File: src/rtl/tcu_drl_int_ctrl.sv
// Sequencing controller for the integer TCU multiply lane array.
// Accepts one tile request, streams operand beats through the external
// combinational multiply unit, registers each product and accumulates it
// per lane into 32-bit wrapping accumulators, then returns the result.
module tcu_drl_int_ctrl #(
  parameter int N              = 2,
  parameter int TCK            = 2 * N,
  parameter int STEPS_W        = 8,
  parameter int TCU_MAX_INPUTS = 32
) (
  input  logic                      clk,
  input  logic                      reset,
  input  logic                      req_valid,
  output logic                      req_ready,
  input  logic [2:0]                req_fmt,
  input  logic [TCU_MAX_INPUTS-1:0] req_vld_mask,
  input  logic [STEPS_W-1:0]        req_steps,
  input  logic [TCK*32-1:0]         req_c,
  input  logic                      op_valid,
  output logic                      op_ready,
  input  logic [N*32-1:0]           op_a_row,
  input  logic [N*32-1:0]           op_b_col,
  output logic                      mul_valid,
  output logic [2:0]                mul_fmt,
  output logic [TCU_MAX_INPUTS-1:0] mul_vld_mask,
  output logic [N*32-1:0]           mul_a_row,
  output logic [N*32-1:0]           mul_b_col,
  input  logic [TCK*25-1:0]         mul_result,
  output logic                      rsp_valid,
  input  logic                      rsp_ready,
  output logic [TCK*32-1:0]         rsp_acc,
  output logic                      rsp_err
);

  // Integer format identifiers of the multiply unit (top bit marks integer).
  localparam logic [3:0] TCU_I8_ID = 4'd9;
  localparam logic [3:0] TCU_U8_ID = 4'd10;
  localparam logic [3:0] TCU_I4_ID = 4'd11;
  localparam logic [3:0] TCU_U4_ID = 4'd12;

  typedef enum logic [1:0] {IDLE, RUN, DONE} state_t;

  state_t state, state_nxt;

  // Request-time latches (stage p0) and registered product (stage p1).
  logic [2:0]                fmt_p0;
  logic [TCU_MAX_INPUTS-1:0] mask_p0;
  logic [STEPS_W-1:0]        steps_p0;
  logic [STEPS_W-1:0]        issued;
  logic [STEPS_W-1:0]        retired;
  logic [TCK*25-1:0]         prod_p1;
  logic                      vld_p1;
  logic signed [31:0]        acc [TCK];

  logic req_fire;
  logic op_fire;
  logic rsp_fire;
  logic fmt_ok;
  logic last_retire;

  // Unsigned formats arrive zero-extended, so sign extension suits all formats.
  function automatic logic signed [31:0] sext25(input logic [24:0] v);
    return {{7{v[24]}}, v};
  endfunction

  function automatic logic is_int_fmt(input logic [2:0] f);
    logic [3:0] id;
    id = {1'b1, f};
    return (id == TCU_I8_ID) || (id == TCU_U8_ID) ||
           (id == TCU_I4_ID) || (id == TCU_U4_ID);
  endfunction

  assign req_fire    = req_valid & req_ready;
  assign op_fire     = op_valid & op_ready;
  assign rsp_fire    = rsp_valid & rsp_ready;
  assign fmt_ok      = is_int_fmt(req_fmt);
  assign last_retire = vld_p1 && ((retired + STEPS_W'(1)) == steps_p0);

  assign mul_valid    = op_fire;
  assign mul_fmt      = fmt_p0;
  assign mul_vld_mask = mask_p0;
  assign mul_a_row    = op_a_row;
  assign mul_b_col    = op_b_col;

  // State register.
  always_ff @(posedge clk) begin
    if (reset) state <= IDLE;
    else       state <= state_nxt;
  end

  // Next-state: empty or unsupported tiles skip straight to DONE.
  always_comb begin
    state_nxt = state;
    case (state)
      IDLE: begin
        if (req_fire) begin
          if ((req_steps == '0) || !fmt_ok) state_nxt = DONE;
          else                              state_nxt = RUN;
        end
      end
      RUN:     if (last_retire) state_nxt = DONE;
      DONE:    if (rsp_fire)    state_nxt = IDLE;
      default: state_nxt = IDLE;
    endcase
  end

  // Handshake outputs; rsp_acc is only exposed while a response is pending.
  always_comb begin
    req_ready = (state == IDLE);
    op_ready  = (state == RUN) && (issued != steps_p0);
    rsp_valid = (state == DONE);
    rsp_acc   = '0;
    if (state == DONE) begin
      for (int i = 0; i < TCK; i++) rsp_acc[i*32 +: 32] = acc[i];
    end
  end

  // Control: beat counters, product valid and error flag.
  always_ff @(posedge clk) begin
    if (reset) begin
      issued  <= '0;
      retired <= '0;
      vld_p1  <= 1'b0;
      rsp_err <= 1'b0;
    end else begin
      vld_p1 <= op_fire;
      if (req_fire) begin
        issued  <= '0;
        retired <= '0;
        rsp_err <= !fmt_ok;
      end else begin
        if (op_fire) issued  <= issued + STEPS_W'(1);
        if (vld_p1)  retired <= retired + STEPS_W'(1);
        if (rsp_fire) rsp_err <= 1'b0;
      end
    end
  end

  // Datapath: tile latches, product register and wrapping accumulation.
  always_ff @(posedge clk) begin
    if (req_fire) begin
      fmt_p0   <= req_fmt;
      mask_p0  <= req_vld_mask;
      steps_p0 <= req_steps;
    end
    if (op_fire) prod_p1 <= mul_result;
    for (int i = 0; i < TCK; i++) begin
      if (req_fire)    acc[i] <= req_c[i*32 +: 32];
      else if (vld_p1) acc[i] <= acc[i] + sext25(prod_p1[i*25 +: 25]);
    end
  end

endmodule
File: config.mk
export PLATFORM = sky130hd
export DESIGN_NAME = tcu_drl_int_ctrl
export DESIGN_NICKNAME = d
export VERILOG_FILES = /design/src/rtl/tcu_drl_int_ctrl.sv
export SDC_FILE = /design/constraint.sdc
export NUM_CORES = 1
export LEC_CHECK = 0
export BUFFER_PORTS_ARGS = -buffer_cell sky130_fd_sc_hd__buf_2
export CAP_MARGIN = 15
export CELL_PAD_IN_SITES_DETAIL_PLACEMENT = 2
export CELL_PAD_IN_SITES_GLOBAL_PLACEMENT = 2
export CORE_ASPECT_RATIO = 1.25
export CORE_MARGIN = 3
export CORE_UTILIZATION = 27
export CTS_BUF_LIST = sky130_fd_sc_hd__clkbuf_16
export CTS_CLUSTER_SIZE = 12
export DETAILED_ROUTE_END_ITERATION = 8
export PLACE_DENSITY = 0.82
export SETUP_SLACK_MARGIN = 0.02
export SLEW_MARGIN = 5
export SYNTH_ARGS = -nofsm -noshare
export SYNTH_HDL_FRONTEND = slang
export SYNTH_SLANG_ARGS = --single-unit
export TNS_END_PERCENT = 5
File: constraint.sdc
create_clock -name clk -period 5 [get_ports clk]
set_clock_uncertainty 0.2 [all_clocks]
set_input_delay 1 -clock clk [delete_from_list [all_inputs] [get_ports clk]]
set_output_delay 1 -clock clk [all_outputs]
set_load 0.01 [all_outputs]
### After elaboration in Yosys (flattened, before gate mapping)

Memory sizes are Yosys's and may differ from the RTL's.
Index checks and enable logic that the tools add are counted.

* bits in registers: 163
* latch bits: 0
* bits in writable memories: 128
* bits in read-only memories: 0
* bits of input ports: 404
* output and inout port bits: 296
* logic and storage cells: 63
* memories: 1

Memories
* acc: depth 4, bits a word 32, rd ports 4, clocked after Yosys merged registers in 0, wr ports 4, RTL line 53 `logic signed [31:0] acc [TCK];`

* add/sub/neg operators: 6
* multipliers: 0
* divide/modulo/power cells: 0
* magnitude comparators: 0
* equality and inequality tests: 11
* shift operators: 0
* mux-type cells: 17
* bitwise operators: 7
* reductions and logical operators: 12

Operators by type and width (count)
* $add A32 B25 Y32: 4
* $mux W128: 1
* $mux W32: 4
* $add A8 B1 Y8 const B: 2
* $eq A8 B8 Y1: 1
* $logic_not A8 Y1: 1
* $mux W2: 4
* $ne A8 B8 Y1: 1
* $mux W1: 7
* $eq A3 B2 Y1 const B: 2
* $pmux W2 S3: 1
* $logic_or A1 B1 Y1: 4
* $ne A2 B1 Y1 const B: 2
* $or A1 B1 Y1: 4
* $and A1 B1 Y1: 3
* $eq A3 B1 Y1 const B: 1
* $eq A3 B3 Y1 const B: 1
* $reduce_and A3 Y1: 1
* $eq A2 B1 Y1 const B: 1
* $eq A2 B2 Y1 const B: 1
* $logic_and A1 B1 Y1: 2
* $logic_not A2 Y1: 1
* $ne A2 B2 Y1 const B: 1
* $reduce_bool A2 Y1: 1
* other kinds (2): 2

### Logic depth before layout (Yosys ltp)

Gate-level depths: netlist (run 1).

* depth after elaboration: 9
* mapped depth: 10
* gate-level depth less buffers: 10

### Worst setup path before layout (run 1)

Ideal clock, no wire load.

* path type: input-to-reg
* start: in op_valid
* end: reg issued[4]
* data arrival time: 4997 ps
* required time: 4730 ps
* setup slack: -267 ps
* stages on the path: 5
* buffers on the path: 1
* cell sequence: and2_1 > clkbuf_1 > nand2_1 > or3_1 > a21oi_1

* word-level cells in the longest chain between the ends: 1

RTL lines
* start, declared: RTL line 19 `input logic op_valid,`
* $and A1 B1 Y1: RTL line 74 `assign op_fire = op_valid & op_ready;`
* via mul_valid: RTL line 23 `output logic mul_valid,`
* end signal, assigned: RTL line 132 `if (op_fire) issued <= issued + STEPS_W'(1);`
* end, declared: RTL line 49 `logic [STEPS_W-1:0] issued;`

The timed path passes the listed nets, and every way through them passes these cells.
A chain may end at the register's enable or synchronous reset.

### Worst setup path after layout (run 1)

* start: reg steps_p0[3]
* end: out mul_valid

* word-level cells in the longest chain between the ends: 3

RTL lines
* start, declared: RTL line 48 `logic [STEPS_W-1:0] steps_p0;`
* start signal, assigned: RTL line 144 `steps_p0 <= req_steps;`
* $ne A8 B8 Y1: RTL line 110 `op_ready = (state == RUN) && (issued != steps_p0);`
* $logic_and A1 B1 Y1: RTL line 110
* $and A1 B1 Y1: RTL line 74
* end, declared: RTL line 23

Every way passes these cells.

==> metrics, run 1 <==
die extent in x=245 um; first-iteration detailed-routing DRC count=between 800 and 900; CTS tree=yes; Starting Density=0.273; mux share of post-synthesis cell area=0.00427; Mapped Area=19300 um2; outcome=finished clean; Mapped Cells=between 1500 and 2000; DRC=0; RSZ-0062 raised after global routing=false; Design Power=0.00742 W; CTS buffer count=38; Max Cap Viol=0; WL final=77000 um; syn_area_per_cell=9.88 um2; Logic pwr share=0.223; Port Buffers=443; PostCTS Resize Cnt=0; largest net degree at the start of global routing=a little under 80; final hold violations=0; adder-cell share of the synthesized area=0.0857; via/cell ratio=about 5.1; H-tree depth=2; Critical Path Source Type=flop; Clock Tree Root=clkbuf_16; library cells used by synthesis=80; Seq pwr share=0.402; internal power=about 0.005 W; Synth warnings=0; num ports=700; clock power share=0.375; Most used DFF post-synth=edfxtp_1; via count=roughly 17000; proportion of layout cells with a drive suffix above 1=0.237; CP arrival=2610 ps; fmax=263 MHz; initial antenna violation count=19; Slew Limit Fails=0; async set-reset flop share out of synthesis=0; crit-path max cell delay=720 ps; switching share of power=0.309; Final Critical Period=3810 ps; Worst setup EP type=primary output; All-Layer GR Usage=0.200; Placed Area=21700 um2; worst-path fanout max=53; fill cell count=7835; crit-path cells=xor2_1 > nor4_1 > a21oi_1 > and2_4 > buf_2; Die Area=74900 um2; Max IR drop VDD=0.304 mV; worst min-delay path class=reg2reg; Die Y=305 um; slowest cell on the critical path=and2_4; row count=between 100 and 150; Critical Path RT=3800 ps; first-pass GRT wire length=116000 um; area of the core=70800 um2; Sw Pwr=0.00229 W; RePlAce Congestion=0.853; PD cells=324 nW/um2; clk buf depth=3; LEAKAGE=9.78 nW; drt pass-1 iters=5; CP Class=reg2out; sequential area share after synthesis=0.441; largest family of logic cells by synthesized area=compound AO/OA/AOI/OAI gates; Final period util=0.762; Layout area overhead=18.5%; Synth Area in Simple Gates=0.171; Compound-Gate Fraction of Synth Area=0.175; register bit total from synthesis=approximately 290; EDFF count, synth=between 200 and 300; hold-fix buffers at CTS=0; wire per inst=roughly 24 um; utilization after layout=0.324; Design Area, Final=22900 um2; GRT overflow=0; clock-pin slew on the worst setup and hold paths=60 ps; TNS Setup=0 ps; Post-CTS Setup Bufs=0; Worst-Skew Late Latency=~550 ps; Nets=2789; Synth Area in XOR/XNOR=0.0489; vias in the first global route=19100; Worst Max-Slew Pin Slew=1010 ps; DP HPWL=59200 um; Routed Antenna Nets=0; setup violators final=0; Slew HR=0.327; CTS sink cnt=291; syn_nets=2491
power by group through the flow:
stage,sequential (W),clock (W),combinational (W)
6_report,0.00298,0.00278,0.00165
5_1_grt,0.00300,0.00296,0.00183
4_1_cts,0.00299,0.00287,0.00166
3_5_place_dp,0.00303,0,0.00164
3_3_place_gp,0.00302,0,0.00156
2_1_floorplan,0.00301,0,0.00114
metal layers:
metal,up-vias,global-route usage,part of all wire
li1,7661,-,-
met1,8164,0.217,0.37
met2,526,0.355,0.50
met3,245,0.0459,0.062
met4,10,0.120,0.063
met5,-,0,0.00084
synthesized netlist by cell type, types with 28 or more instances:
library cell  count  share of area
xor2_1           46          0.021
xnor2_1          62          0.028
ha_1            126          0.082
nor3_1           28         0.0072
nand2_1         223          0.043
edfxtp_1        271           0.42
buf_4           129          0.050
nor2_1           79          0.015
a21o_1           63          0.024
clkbuf_1         60          0.012
o21ai_0         150          0.039
nand3_1          52          0.013
a21oi_1         120          0.031
inv_1            49         0.0095
and2_1          138          0.045
kinds of logic (layout without fill, tap and decap cells):
kind of cell,after synthesis,after routing
simple gates,652,652
compound gates,520,520
flops,291,291
buf+inv,248,573
fa+ha+maj,130,130
xor+xnor,108,108
mux,8,8
other cells,0,10
registers in the layout, summed over array words and instances (netlist names):
signal	cells
acc	128
prod_p1	100
mul_vld_mask	32
issued	8
retired	8
steps_p0	8
mul_fmt	3
state	2
rsp_err	1
vld_p1	1
final timing paths:
| kind | end | cells after the start | slack [ps] | startpoint |
|---|---|---|---|---|
| worst min register to register | rsp_err | 2 | 360 | rsp_err |
| worst max-delay path | mul_valid | 5 | 1190 | steps_p0[3] |
| worst max register to register | acc[0][28] | 10 | 1310 | acc[0][0] |
| worst min-delay path | rsp_err | 2 | 360 | rsp_err |
metrics by stage:
step	worst slack [ps]	hold WS [ps]	instances
detailed placement	1350	367	3158
CTS	1060	366	3225
global route	948	378	3233
finish	1190	356	3235
global placement	1430	304	3158
floorplan	233	278	1957
cell usage in the layout, fill, tap and decap left out, types with 7 or more instances in the layout:
cell	n
buf_2	443
edfxtp_1	271
nand2_1	222
o21ai_0	150
and2_1	136
ha_1	126
a21oi_1	120
nor2_1	79
a21o_1	63
xnor2_1	62
nand3_1	52
inv_1	50
xor2_1	46
clkbuf_16	39
nor3_1	28
and3_1	21
a211oi_1	21
dfxtp_1	20
o21a_1	19
o211ai_1	18
nand4_1	17
o31ai_1	16
o21bai_1	14
or3_1	14
nand2b_1	13
clkinv_1	13
a31oi_1	13
nor2b_1	12
nor3b_1	11
buf_4	11
diode_2	10
nor4_1	10
a211o_1	8
o31a_1	7
nand3b_1	7
clkinv_2	7
area by class of cell:
cell class / count / area, um2 / area share
inverters: 49 / 184 / 0.00802
flip-flops and latches: 291 / 8540 / 0.373
repair buffers: 457 / 2360 / 0.103
well taps: 943 / 1180 / 0.0515
diodes: 10 / 25.0 / 0.00109
clock inverters: 28 / 248 / 0.0108
multi-input cells: 1418 / 9410 / 0.411
clock buffers: 39 / 976 / 0.0426
worst max-delay path: cells and delay by family, from the launching register on:
kind	cells	cell delay, ps
and+or+nand+nor	2	810
DFF	1	490
AOI/OAI and AO/OA	1	270
buffers and inverters	1	260
xor gates and xnor gates	1	220
(Power assumes the default switching activity.)
==> run 2: changes to the inputs <==
clock period = 3.5 ns   (was 5 ns; I/O delays follow)
==> metrics, run 2 (same netlist as run 1, synthesis figures left out) <==
outcome=finished clean; area of the core=roughly 71000 um2; DP HPWL=just under 60000 um; Critical Path End=acc[2][28]; fill cell count=7784; Post-Layout Cell Count=3243; Final Critical Period=3370 ps; Port Buffers=443; num ports=700; switching share of power=0.310; drt pass-1 iters=4; via count=16600; clock-pin slew on the worst setup and hold paths=60 ps; worst min-delay path class=in2reg; CTS buffer count=37; Clock Tree Root=clkbuf_16; Max Cap Viol=0; Critical Path Source Type=flop; All-Layer GR Usage=0.197; TNS Setup=0 ps; die extent in x=245 um; H-tree depth=2; first-iteration detailed-routing DRC count=759; CTS tree=yes; CP arrival=3580 ps; Slew HR=0.454; Sw Pwr=about 0.0032 W; hold-fix buffers at CTS=0; vias in the first global route=18800; FF-to-FF setup slack=130 ps; initial antenna violation count=15; most frequent cells in the layout=443 x buf_2, 271 x edfxtp_1, 222 x nand2_1; Nets=2798; Die Y=~300 um; most common cell after layout, fill and taps aside=buf_2; R2R Path Start=acc[2][0]; Largest register FFs=128; Logic pwr share=0.233; Design Power=slightly above 0.01 W; Reg2Reg Depth=10; R2R Path End=acc[2][28]; Layout area overhead=19.2%; RSZ-0062 raised after global routing=true; worst-path fanout max=3; Seq pwr share=0.413; launch point of the critical path=acc[2][0]; final hold violations=0; clock power share=0.354; largest net degree at the start of global routing=71; clk buf depth=3; Post-CTS Setup Bufs=0; row count=109; proportion of layout cells with a drive suffix above 1=0.244; Starting Density=0.273; CTS sink cnt=291; fmax=between 200 and 300 MHz; setup violators final=0; Max IR drop VDD=0.334 mV; Critical Path RT=3700 ps; Worst Max-Slew Pin Slew=809 ps; first-pass GRT wire length=114000 um; WL final=76200 um; Placed Instances=3168; Slew Limit Fails=0; Die Area=between 70000 and 80000 um2; register area=about 8500 um2; Largest Register=acc; DRC=0; PD cells=447 nW/um2; Worst setup EP type=flop; internal power=0.00711 W; CP Class=reg2reg; GRT overflow=0; Multi-input gate area=9500 um2; via/cell ratio=5.12; LEAKAGE=9.83 nW; RePlAce Congestion=about 0.86; Worst-Skew Late Latency=550 ps; wire per inst=~23 um; Final period util=0.963; Routed Antenna Nets=0
==> run 2: changes by cell type in the layout (fill, tap and decap cells not counted), sizes merged <==
cell,delta
clkinv,-6
diode,+1
clkbuf,-2
buf,+10
bufinv,-2
inv,+7
==> run 2: final cells by class <==
cell class	count	share of cell area
Clock inverter	27	0.00776
Tap cell	943	0.0512
Timing Repair Buffer	467	0.109
Multi-Input combinational cell	1418	0.412
Antenna cell	11	0.00119
Clock buffer	37	0.0402
Inverter	49	0.00798
Sequential cell	291	0.371
==> run 2: stage by stage <==
| step | setup slack, ps | cell area, um2 | hold WS, ps | utilization |
|---|---|---|---|---|
| 6_report | 129 | 23000 | 120 | 0.326 |
| 5_1_grt | -18.7 | 23000 | 80.0 | 0.325 |
| 4_1_cts | 52.5 | 23000 | 67.3 | 0.324 |
| 3_5_place_dp | -9.70 | 21800 | 332 | 0.308 |
| 3_3_place_gp | 132 | 21800 | 307 | 0.308 |
| 2_1_floorplan | -967 | 19300 | 278 | - |
==> run 2: worst min-delay path by stage <==
stage,endpoint,cells after the start,from,slack (ps)
CTS,prod_p1[73],1,mul_result[73],70
global placement,issued[4],2,issued[4],310
floorplan,issued[4],2,issued[4],280
global route,prod_p1[73],1,mul_result[73],80
detailed placement,issued[4],2,issued[4],330
finish,prod_p1[73],1,mul_result[73],120
==> run 2: what timing repair did <==
action,CTS,global route
setup endpoints to repair,5,21
hold endpoints to repair,0,0
pin swaps,0,1
gates resized for setup,4,15
gates cloned,0,0
==> run 2: power by group through the flow <==
| stage | Sequential, W | Clock (W) | Combinational (W) |
|---|---|---|---|
| after floorplan | 0.00430 | 0 | 0.00162 |
| after detailed placement | 0.00433 | 0 | 0.00237 |
| after CTS | 0.00426 | 0.00376 | 0.00241 |
| after global routing | 0.00428 | 0.00389 | 0.00266 |
| final | 0.00426 | 0.00365 | 0.00240 |
| after global placement | 0.00431 | 0 | 0.00226 |
==> run 2: worst max-delay path, cell delays in order (launching register included) <==
cell and delay (ps):
edfxtp_1 400, ha_1 230, fa_1 430, a21oi_2 180
o21bai_2 120, a2111oi_4 460, o21ai_1 180, a31oi_1 270
o41ai_1 190, a2111o_1 460, nand3_1 100
==> run 2: routing by layer <==
layer  GRT usage  part of all wire  vias to the layer above
met5           0           0.00064                        -
met4       0.112             0.059                        8
met3      0.0404             0.057                      240
met2       0.349              0.50                      491
met1       0.217              0.38                     8193
li1            -                 -                     7666
